### src/rtl/sound_bus_pkg.sv
// rtl/sound_bus_pkg.sv - shared types and default timing for the sound board POKEY bus
package sound_bus_pkg;

    typedef enum logic [1:0] {
        IDLE     = 2'd0,
        ACCESS   = 2'd1,
        CPU_HOLD = 2'd2
    } state_t;

    typedef enum logic {
        GNT_CPU = 1'b0,
        GNT_AUX = 1'b1
    } gnt_t;

    localparam int DEF_NCHIP  = 3;
    localparam int DEF_DIV    = 10;
    localparam int DEF_E_HI   = 6;
    localparam int DEF_ACK_AT = 8;

endpackage

### src/rtl/e_phase_gen.sv
// rtl/e_phase_gen.sv - free-running E-period divider with registered E and period strobes
module e_phase_gen
    import sound_bus_pkg::*;
#(
    parameter int DIV    = DEF_DIV,
    parameter int E_HI   = DEF_E_HI,
    parameter int ACK_AT = DEF_ACK_AT
) (
    input  logic cl,
    input  logic rst_n,
    output logic E,
    output logic period_end,
    output logic ack_point
);
    localparam int CW = (DIV > 1) ? $clog2(DIV) : 1;
    localparam logic [CW-1:0] LAST    = CW'(DIV - 1);
    localparam logic [CW-1:0] PRE_ACK = CW'(ACK_AT - 1);
    localparam logic [CW-1:0] E_START = CW'(E_HI);

    logic [CW-1:0] cnt;
    logic [CW-1:0] cnt_nxt;

    // ack_point leads by one cycle so registered acks are visible while cnt==ACK_AT
    assign period_end = (cnt == LAST);
    assign ack_point  = (cnt == PRE_ACK);
    assign cnt_nxt    = period_end ? '0 : cnt + CW'(1);

    always_ff @(posedge cl or negedge rst_n) begin
        if (!rst_n) begin
            cnt <= '0;
            E   <= 1'b0;
        end else begin
            cnt <= cnt_nxt;
            E   <= (cnt_nxt >= E_START);
        end
    end

endmodule

### src/rtl/pokey_bus_arbiter.sv
// rtl/pokey_bus_arbiter.sv - one-access-per-E-period arbiter between the 68000 and the aux port
module pokey_bus_arbiter
    import sound_bus_pkg::*;
#(
    parameter int NCHIP  = DEF_NCHIP,
    parameter int DIV    = DEF_DIV,
    parameter int E_HI   = DEF_E_HI,
    parameter int ACK_AT = DEF_ACK_AT
) (
    input  logic               cl,
    input  logic               rst_n,
    input  logic               cpu_req,
    input  logic [NCHIP-1:0]   cpu_sel,
    input  logic               cpu_we,
    input  logic [3:0]         cpu_ad,
    input  logic [7:0]         cpu_wd,
    output logic [7:0]         cpu_rd,
    output logic               cpu_dtack,
    input  logic               aux_req,
    input  logic [NCHIP-1:0]   aux_sel,
    input  logic               aux_we,
    input  logic [3:0]         aux_ad,
    input  logic [7:0]         aux_wd,
    output logic [7:0]         aux_rd,
    output logic               aux_ack,
    output logic               E,
    output logic [NCHIP-1:0]   chip_cs,
    output logic               chip_we,
    output logic [3:0]         chip_ad,
    output logic [7:0]         chip_wd,
    input  logic [8*NCHIP-1:0] chip_rd
);
    state_t     state;
    gnt_t       gnt;
    gnt_t       last_gnt;
    logic       period_end;
    logic       ack_point;
    logic       cpu_valid;
    logic       aux_valid;
    logic       pick_aux;
    logic [7:0] sel_rd;

    function automatic logic [NCHIP-1:0] first_sel(input logic [NCHIP-1:0] s);
        return s & (~s + NCHIP'(1));
    endfunction

    e_phase_gen #(
        .DIV    (DIV),
        .E_HI   (E_HI),
        .ACK_AT (ACK_AT)
    ) u_phase (
        .cl         (cl),
        .rst_n      (rst_n),
        .E          (E),
        .period_end (period_end),
        .ack_point  (ack_point)
    );

    assign cpu_valid = cpu_req & (|cpu_sel);
    assign aux_valid = aux_req & (|aux_sel);
    // On a tie the requester that did not win last time goes first
    assign pick_aux  = aux_valid & (~cpu_valid | (last_gnt == GNT_CPU));

    always_comb begin
        sel_rd = '0;
        for (int i = 0; i < NCHIP; i++) begin
            if (chip_cs[i]) begin
                sel_rd = sel_rd | chip_rd[8*i +: 8];
            end
        end
    end

    always_ff @(posedge cl or negedge rst_n) begin
        if (!rst_n) begin
            state     <= IDLE;
            gnt       <= GNT_CPU;
            last_gnt  <= GNT_AUX;
            chip_cs   <= '0;
            chip_we   <= 1'b0;
            chip_ad   <= '0;
            chip_wd   <= '0;
            cpu_rd    <= '0;
            cpu_dtack <= 1'b0;
            aux_rd    <= '0;
            aux_ack   <= 1'b0;
        end else begin
            aux_ack <= 1'b0;
            case (state)
                IDLE: begin
                    if (period_end && (cpu_valid || aux_valid)) begin
                        state <= ACCESS;
                        if (pick_aux) begin
                            gnt     <= GNT_AUX;
                            chip_cs <= first_sel(aux_sel);
                            chip_we <= aux_we;
                            chip_ad <= aux_ad;
                            chip_wd <= aux_wd;
                        end else begin
                            gnt     <= GNT_CPU;
                            chip_cs <= first_sel(cpu_sel);
                            chip_we <= cpu_we;
                            chip_ad <= cpu_ad;
                            chip_wd <= cpu_wd;
                        end
                    end
                end
                ACCESS: begin
                    if (ack_point) begin
                        if (!chip_we) begin
                            if (gnt == GNT_CPU) begin
                                cpu_rd <= sel_rd;
                            end else begin
                                aux_rd <= sel_rd;
                            end
                        end
                        // An aborted CPU cycle still runs on the chip but gets no DTACK
                        if (gnt == GNT_CPU) begin
                            cpu_dtack <= cpu_req;
                        end else begin
                            aux_ack <= 1'b1;
                        end
                        last_gnt <= gnt;
                    end else if (!cpu_req) begin
                        cpu_dtack <= 1'b0;
                    end
                    if (period_end) begin
                        chip_cs <= '0;
                        chip_we <= 1'b0;
                        if (gnt == GNT_CPU && cpu_dtack && cpu_req) begin
                            state <= CPU_HOLD;
                        end else begin
                            state <= IDLE;
                        end
                    end
                end
                CPU_HOLD: begin
                    if (!cpu_req) begin
                        cpu_dtack <= 1'b0;
                        state     <= IDLE;
                    end
                end
                default: begin
                    state <= IDLE;
                end
            endcase
        end
    end

endmodule

### config.mk
export PLATFORM = sky130hd
export DESIGN_NAME = pokey_bus_arbiter
export DESIGN_NICKNAME = d
export VERILOG_FILES = /design/src/rtl/sound_bus_pkg.sv /design/src/rtl/e_phase_gen.sv /design/src/rtl/pokey_bus_arbiter.sv
export SDC_FILE = /design/constraint.sdc
export NUM_CORES = 1
export LEC_CHECK = 0
export CORE_MARGIN = 1.5
export CORE_UTILIZATION = 44
export DETAILED_ROUTE_END_ITERATION = 8
export GPL_ROUTABILITY_DRIVEN = 1
export PLACE_DENSITY = 0.85
export REMOVE_ABC_BUFFERS = 1
export SLEW_MARGIN = 20
export SYNTH_ARGS = -nofsm -noshare
export SYNTH_HDL_FRONTEND = slang
export SYNTH_SLANG_ARGS = --single-unit
export TNS_END_PERCENT = 5
### constraint.sdc
create_clock -name cl -period 3.9 [get_ports cl]
set_clock_uncertainty 0.1 [all_clocks]
set_input_delay 0.585 -clock cl [delete_from_list [all_inputs] [get_ports cl]]
set_output_delay 0.585 -clock cl [all_outputs]
set_load 0.01 [all_outputs]
# Yosys cells after proc, flatten, opt, wreduce, memory -nomap -nowiden
# Index checks and enable logic that the tools add are counted.
# totals
ff_bits,43
latch_bits,0
ramBits,0
romBits,0
in_bits,60
output_inout_bits,35
word_cells,82
n_memories,0
# classes
n_addsub,3
n_mul,0
div,0
magnitude_cmp,1
eq_ne,8
shift,0
mux,27
bitwise,14
reduce_logical,16
# op_table
op,count
2-to-1 mux 8 bit,4
OR 8 bit,2
2-to-1 mux 1 bit,10
2-to-1 mux 3 bit,3
2-to-1 mux 2 bit,4
2-to-1 mux 4 bit,2
AND reduction 4 bit,2
adder 3 x 1 -> 3 bit (second input constant),2
bitwise AND 3 bit,2
inequality test 2 bit (second input constant),3
inverter 3 bit,2
one-hot mux 2 bit (3 select lines),1
one-hot mux 3 bit (2 select lines),1
AND reduction 2 bit,3
AND reduction 3 bit,2
OR reduction 3 bit,2
adder 4 x 1 -> 4 bit (second input constant),1
== test 4 x 3 -> 1 bit (second input constant),1
== test 4 bit (second input constant),1
greater-or-equal comparator 4 x 3 -> 1 bit (second input constant),1
inverter 1 bit,4
one-hot mux 1 bit (2 select lines),2
nonzero test 2 bit,2
bitwise AND 1 bit,3
7 further kinds,9

# Logic depth before layout (Yosys ltp)
# depth
ltp_word,8
mapped_depth,5
depth_no_buf,4

# Modules after synthesis
# Synthesis repeated with hierarchy kept, for this count alone.
# hier_totals
hier_cells,198
area_unflattened_um2,2132.0
# by_module_without_submodules
mod,n_inst,cells_per_inst,area_each_um2,seq_area_each_um2
pokey_bus_arbiter,1,176,1884.3,952.2
e_phase_gen,1,22,247.7,125.1

# Worst setup path after synthesis
# Ideal clock, no wire load.
# synth_timing
kind,input to register
from,in aux_sel[2]
to,reg chip_cs[2]
setup_ps,95
t_arrival_ps,1628
required_time_ps,3705
setup_slack_ps,2076
path_stages,4
n_path_buf,0
cell_sequence,o31a_1 > o311ai_0 > nand2_1 > o31ai_1
# synth_between
elab_chain_len,6
word_cells_on_any_way,13
classes_between,add/sub: 1; eq/ne: 1; mux: 3; bitwise: 4; reduce/logical: 4
# synth_rtl
item,line_no,rtl
start: declaration,pokey_bus_arbiter.sv:20,"input logic [NCHIP-1:0] aux_sel,"
inverter 3 bit or OR reduction 3 bit (tied branches),"pokey_bus_arbiter.sv:44, pokey_bus_arbiter.sv:60",
adder 3 x 1 -> 3 bit or bitwise AND 1 bit (tied branches),"pokey_bus_arbiter.sv:44, pokey_bus_arbiter.sv:60",
"bitwise AND 3 bit, or another cell as far along",pokey_bus_arbiter.sv:44,return s & (~s + NCHIP'(1));
2-to-1 mux 3 bit or logical AND 1 bit (tied branches),"pokey_bus_arbiter.sv:92, pokey_bus_arbiter.sv:90",
2-to-1 mux 3 bit or inequality test 2 bit (tied branches),--,
one-hot mux 3 bit (2 select lines) or AND reduction 3 bit (tied branches),--,
end signal: assignment,pokey_bus_arbiter.sv:94,chip_cs <= first_sel(aux_sel);
end signal: assignment,pokey_bus_arbiter.sv:100,chip_cs <= first_sel(cpu_sel);
end: declaration,pokey_bus_arbiter.sv:27,"output logic [NCHIP-1:0] chip_cs,"
# Several ways; a longest one is shown, not always the timed one. The select of a mux whose other input is x is not followed.
# A chain may end at the register's enable or synchronous reset.

# Final worst setup path
# layout_timing
from,in cpu_sel[0]
to,reg chip_wd[5]
# layout_between
elab_chain_len,6
word_cells_on_any_way,9
classes_between,mux: 1; bitwise: 4; reduce/logical: 4
# layout_rtl
item,line_no,rtl
start: declaration,pokey_bus_arbiter.sv:13,"input logic [NCHIP-1:0] cpu_sel,"
OR reduction 3 bit (*),pokey_bus_arbiter.sv:59,assign cpu_valid = cpu_req & (|cpu_sel);
bitwise AND 1 bit (*),pokey_bus_arbiter.sv:59,
inverter 1 bit,pokey_bus_arbiter.sv:62,assign pick_aux = aux_valid & (~cpu_valid | (last_gnt == GNT_CPU));
OR 1 bit,pokey_bus_arbiter.sv:62,
bitwise AND 1 bit,pokey_bus_arbiter.sv:62,
2-to-1 mux 8 bit,pokey_bus_arbiter.sv:92,if (pick_aux) begin
end signal: assignment,pokey_bus_arbiter.sv:97,chip_wd <= aux_wd;
end signal: assignment,pokey_bus_arbiter.sv:103,chip_wd <= cpu_wd;
end: declaration,pokey_bus_arbiter.sv:30,"output logic [7:0] chip_wd,"
# Every way passes the cells marked *; elsewhere a longest branch is shown, timed or not.

==> flow_metrics.tcl <==
set metrics [dict create \
    max-cap-violations 0 \
    report.final.slew_viol_count 0 \
    drtAntennaViolNets 0 \
    layout-drive-gt1-share_pct 12.50 \
    synth_warnings 0 \
    finalSetupViolCount 0 \
    start_kind "input port" \
    die_y_um 70.66 \
    die_area_sq_um 4993 \
    ctsRootBufferMaster "clkbuf_8" \
    rsz0062_at_grt "false" \
    grt_max_degree 44 \
    synth_area_sq_um 2014 \
    portBuffers 94 \
    cts_buffer_depth 2 \
    hold_buffers 0 \
    tightest_slew_ns 0.6863 \
    cts_resized 0 \
    synth-seq-area-share_pct 53.48 \
    vias 1745 \
    die_w_um 70.66 \
    area_growth_pct 55.78 \
    hold_violations 0 \
    grt_pass1_vias 1743 \
    finalSetupTns_ns 0 \
    cp-startpoint "cpu_sel[0]" \
    avgSynthCellArea_sq_um 11.01 \
    antenna_found_initial 0 \
    fmax_mhz 458.0 \
    worstPathRequired_ns 3.96 \
    wl_met1_um 1834 \
    htree_levels 2 \
    status "completed" \
    syn_inst 183 \
    synth.ff_latch_count 43 \
    layout.nets 339 \
    drcViolationCount 0 \
    grt_pass1_wl_um 7824 \
    cts_tree "built" \
    hold_path_class "input port to asynchronous set/reset pin" \
    relSlewSlack_pct 53.67 \
    gp_congestion 0.8098 \
    routed_via_density 5.256 \
    met2_length_um 2391 \
    grt_use_total_pct 19.62 \
    cp-end-kind "flip-flop" \
    diodes 0 \
    critPathArrivalTime_ns 2.24 \
    core.rowCount 24 \
    ir_worst_vdd_mv 0.2656 \
    path_max_fanout 16 \
    clk_latency_ns 0.29 \
    cts-buffers-inserted 5 \
    reg2reg_from "u_phase.cnt[2]$_DFF_PN0_" \
    drt_iter0_markers 64 \
    core_sq_um 4384 \
    leakage_nw 1.411 \
    final_cell_mix "clkdlybuf4s50_1, dfrtp_1, nand2_1" \
    r2r_setup_slack_ns 1.97 \
    start_util_pct 45.95 \
    dr.pass1.iters 4 \
    dp_hpwl_um 3543 \
    route.met3.wl_um 482 \
    grt-ovfl-total 0 \
    io_pins 95 \
    synth_cell_types 32 \
    cts_setup_buffers 0 \
    cts.clk_slew.worst_paths_ns 0.08 \
    fin_crit_ns 2.183 \
    powerDensity_nw_per_um2 415.3 \
    period_share_pct 55.98 \
    critPathKind "input port to flip-flop" \
    timing.hold.ws_ns 0.1808 \
    cts.sinks 43 \
    post_drt_wl_per_cell_um 14.35 \
    mostFrequentLayoutCell "clkdlybuf4s50_1" \
    highest_layer "met4" \
    wl_um 4763 \
]
==> cells by family after synthesis <==
logic type	share of synthesized area, %
flip-flops	53.48
buffers and inverters	2.050
multiplexers	17.52
XOR/XNOR	0.4349
AND/OR/NAND/NOR	13.73
AO/OA/AOI/OAI	12.80
==> where the power goes <==
group / switching (mW) / total, mW / internal, mW
clock: 0.147 / 0.354 / 0.207
sequential: 0.0557 / 0.573 / 0.517
combinational: 0.148 / 0.376 / 0.228
==> layout make-up <==
cell class / count / area, sq um
Sequential cell: 43 / 1077
Clock inverter: 2 / 35.03
Multi-Input combinational cell: 130 / 895.9
Clock buffer: 6 / 82.58
Fill cell: 332 / 1246
Inverter: 3 / 11.26
Tap cell: 52 / 65.06
Timing Repair Buffer: 96 / 970.9
==> worst max-delay path, cell delays in order <==
cell and delay (ns):
clkdlybuf4s50_1 0.47, o311ai_1 0.42, nand2_2 0.39, mux2i_1 0.26, o21ai_0 0.11
==> worst paths after layout <==
check | to | cells after the start
setup / recovery | chip_wd[5]$_DFFE_PN0P_ | 5
hold reg to reg | chip_wd[2]$_DFFE_PN0P_ | 2
hold / removal | aux_rd[0]$_DFFE_PN0P_ | 1
setup reg to reg | aux_rd[5]$_DFFE_PN0P_ | 4
min in group cl | chip_wd[2]$_DFFE_PN0P_ | 2
max in group asynchronous | cpu_rd[5]$_DFFE_PN0P_ | 2
==> cell usage after synthesis, drive strengths merged <==
master   instances  area (sq um)
dfrtp           42          1051
nand2           39         148.9
o21ai           20         100.1
mux2            18         202.7
mux2i           15         150.1
a22oi            8         60.06
clkbuf           6         22.52
nor2b            5         31.28
inv              3         11.26
nor2             3         11.26
a21oi            2         10.01
nor3b            2         37.54
o211ai           2         15.01
o311ai           2         17.52
o31a             2         17.52
a21boi           1         7.510
a21o             1         7.510
a31oi            1         6.260
and2             1         6.260
and3             1         7.510
and3b            1         8.760
and4bb           1         12.51
buf              1         7.510
dfstp            1         26.28
nand2b           1         6.260
nand4            1         6.260
o2bb2ai          1         8.760
o31ai            1         7.510
xnor2            1         8.760
==> routing by layer <==
metal,vias to the layer above,global-route usage [%]
met5,-,0
met4,0,6.918
met1,811,22.99
met3,6,7.123
met2,82,33.44
li1,846,-
==> per-stage QoR <==
stage,cells,power [mW],util [%],cell area (sq um),worst slack [ns]
6_report,332,1.303,71.58,3138,1.717
5_1_grt,332,1.377,71.58,3138,1.568
4_1_cts,331,1.313,70.95,3110,1.692
3_5_place_dp,323,0.9578,68.26,2993,1.394
3_3_place_gp,323,0.9452,68.26,2993,1.394
2_1_floorplan,176,0.7185,-,1984,1.511
==> sequential cells by signal (all words and copies together), names as in the netlist <==
signal,count
gnt,1
chip_we,1
state,2
aux_ack,1
chip_ad,4
cpu_dtack,1
u_phase.cnt,4
chip_wd,8
cpu_rd,8
aux_rd,8
last_gnt,1
u_phase.E,1
chip_cs,3
Note: power is estimated with default switching activity, not from simulation.
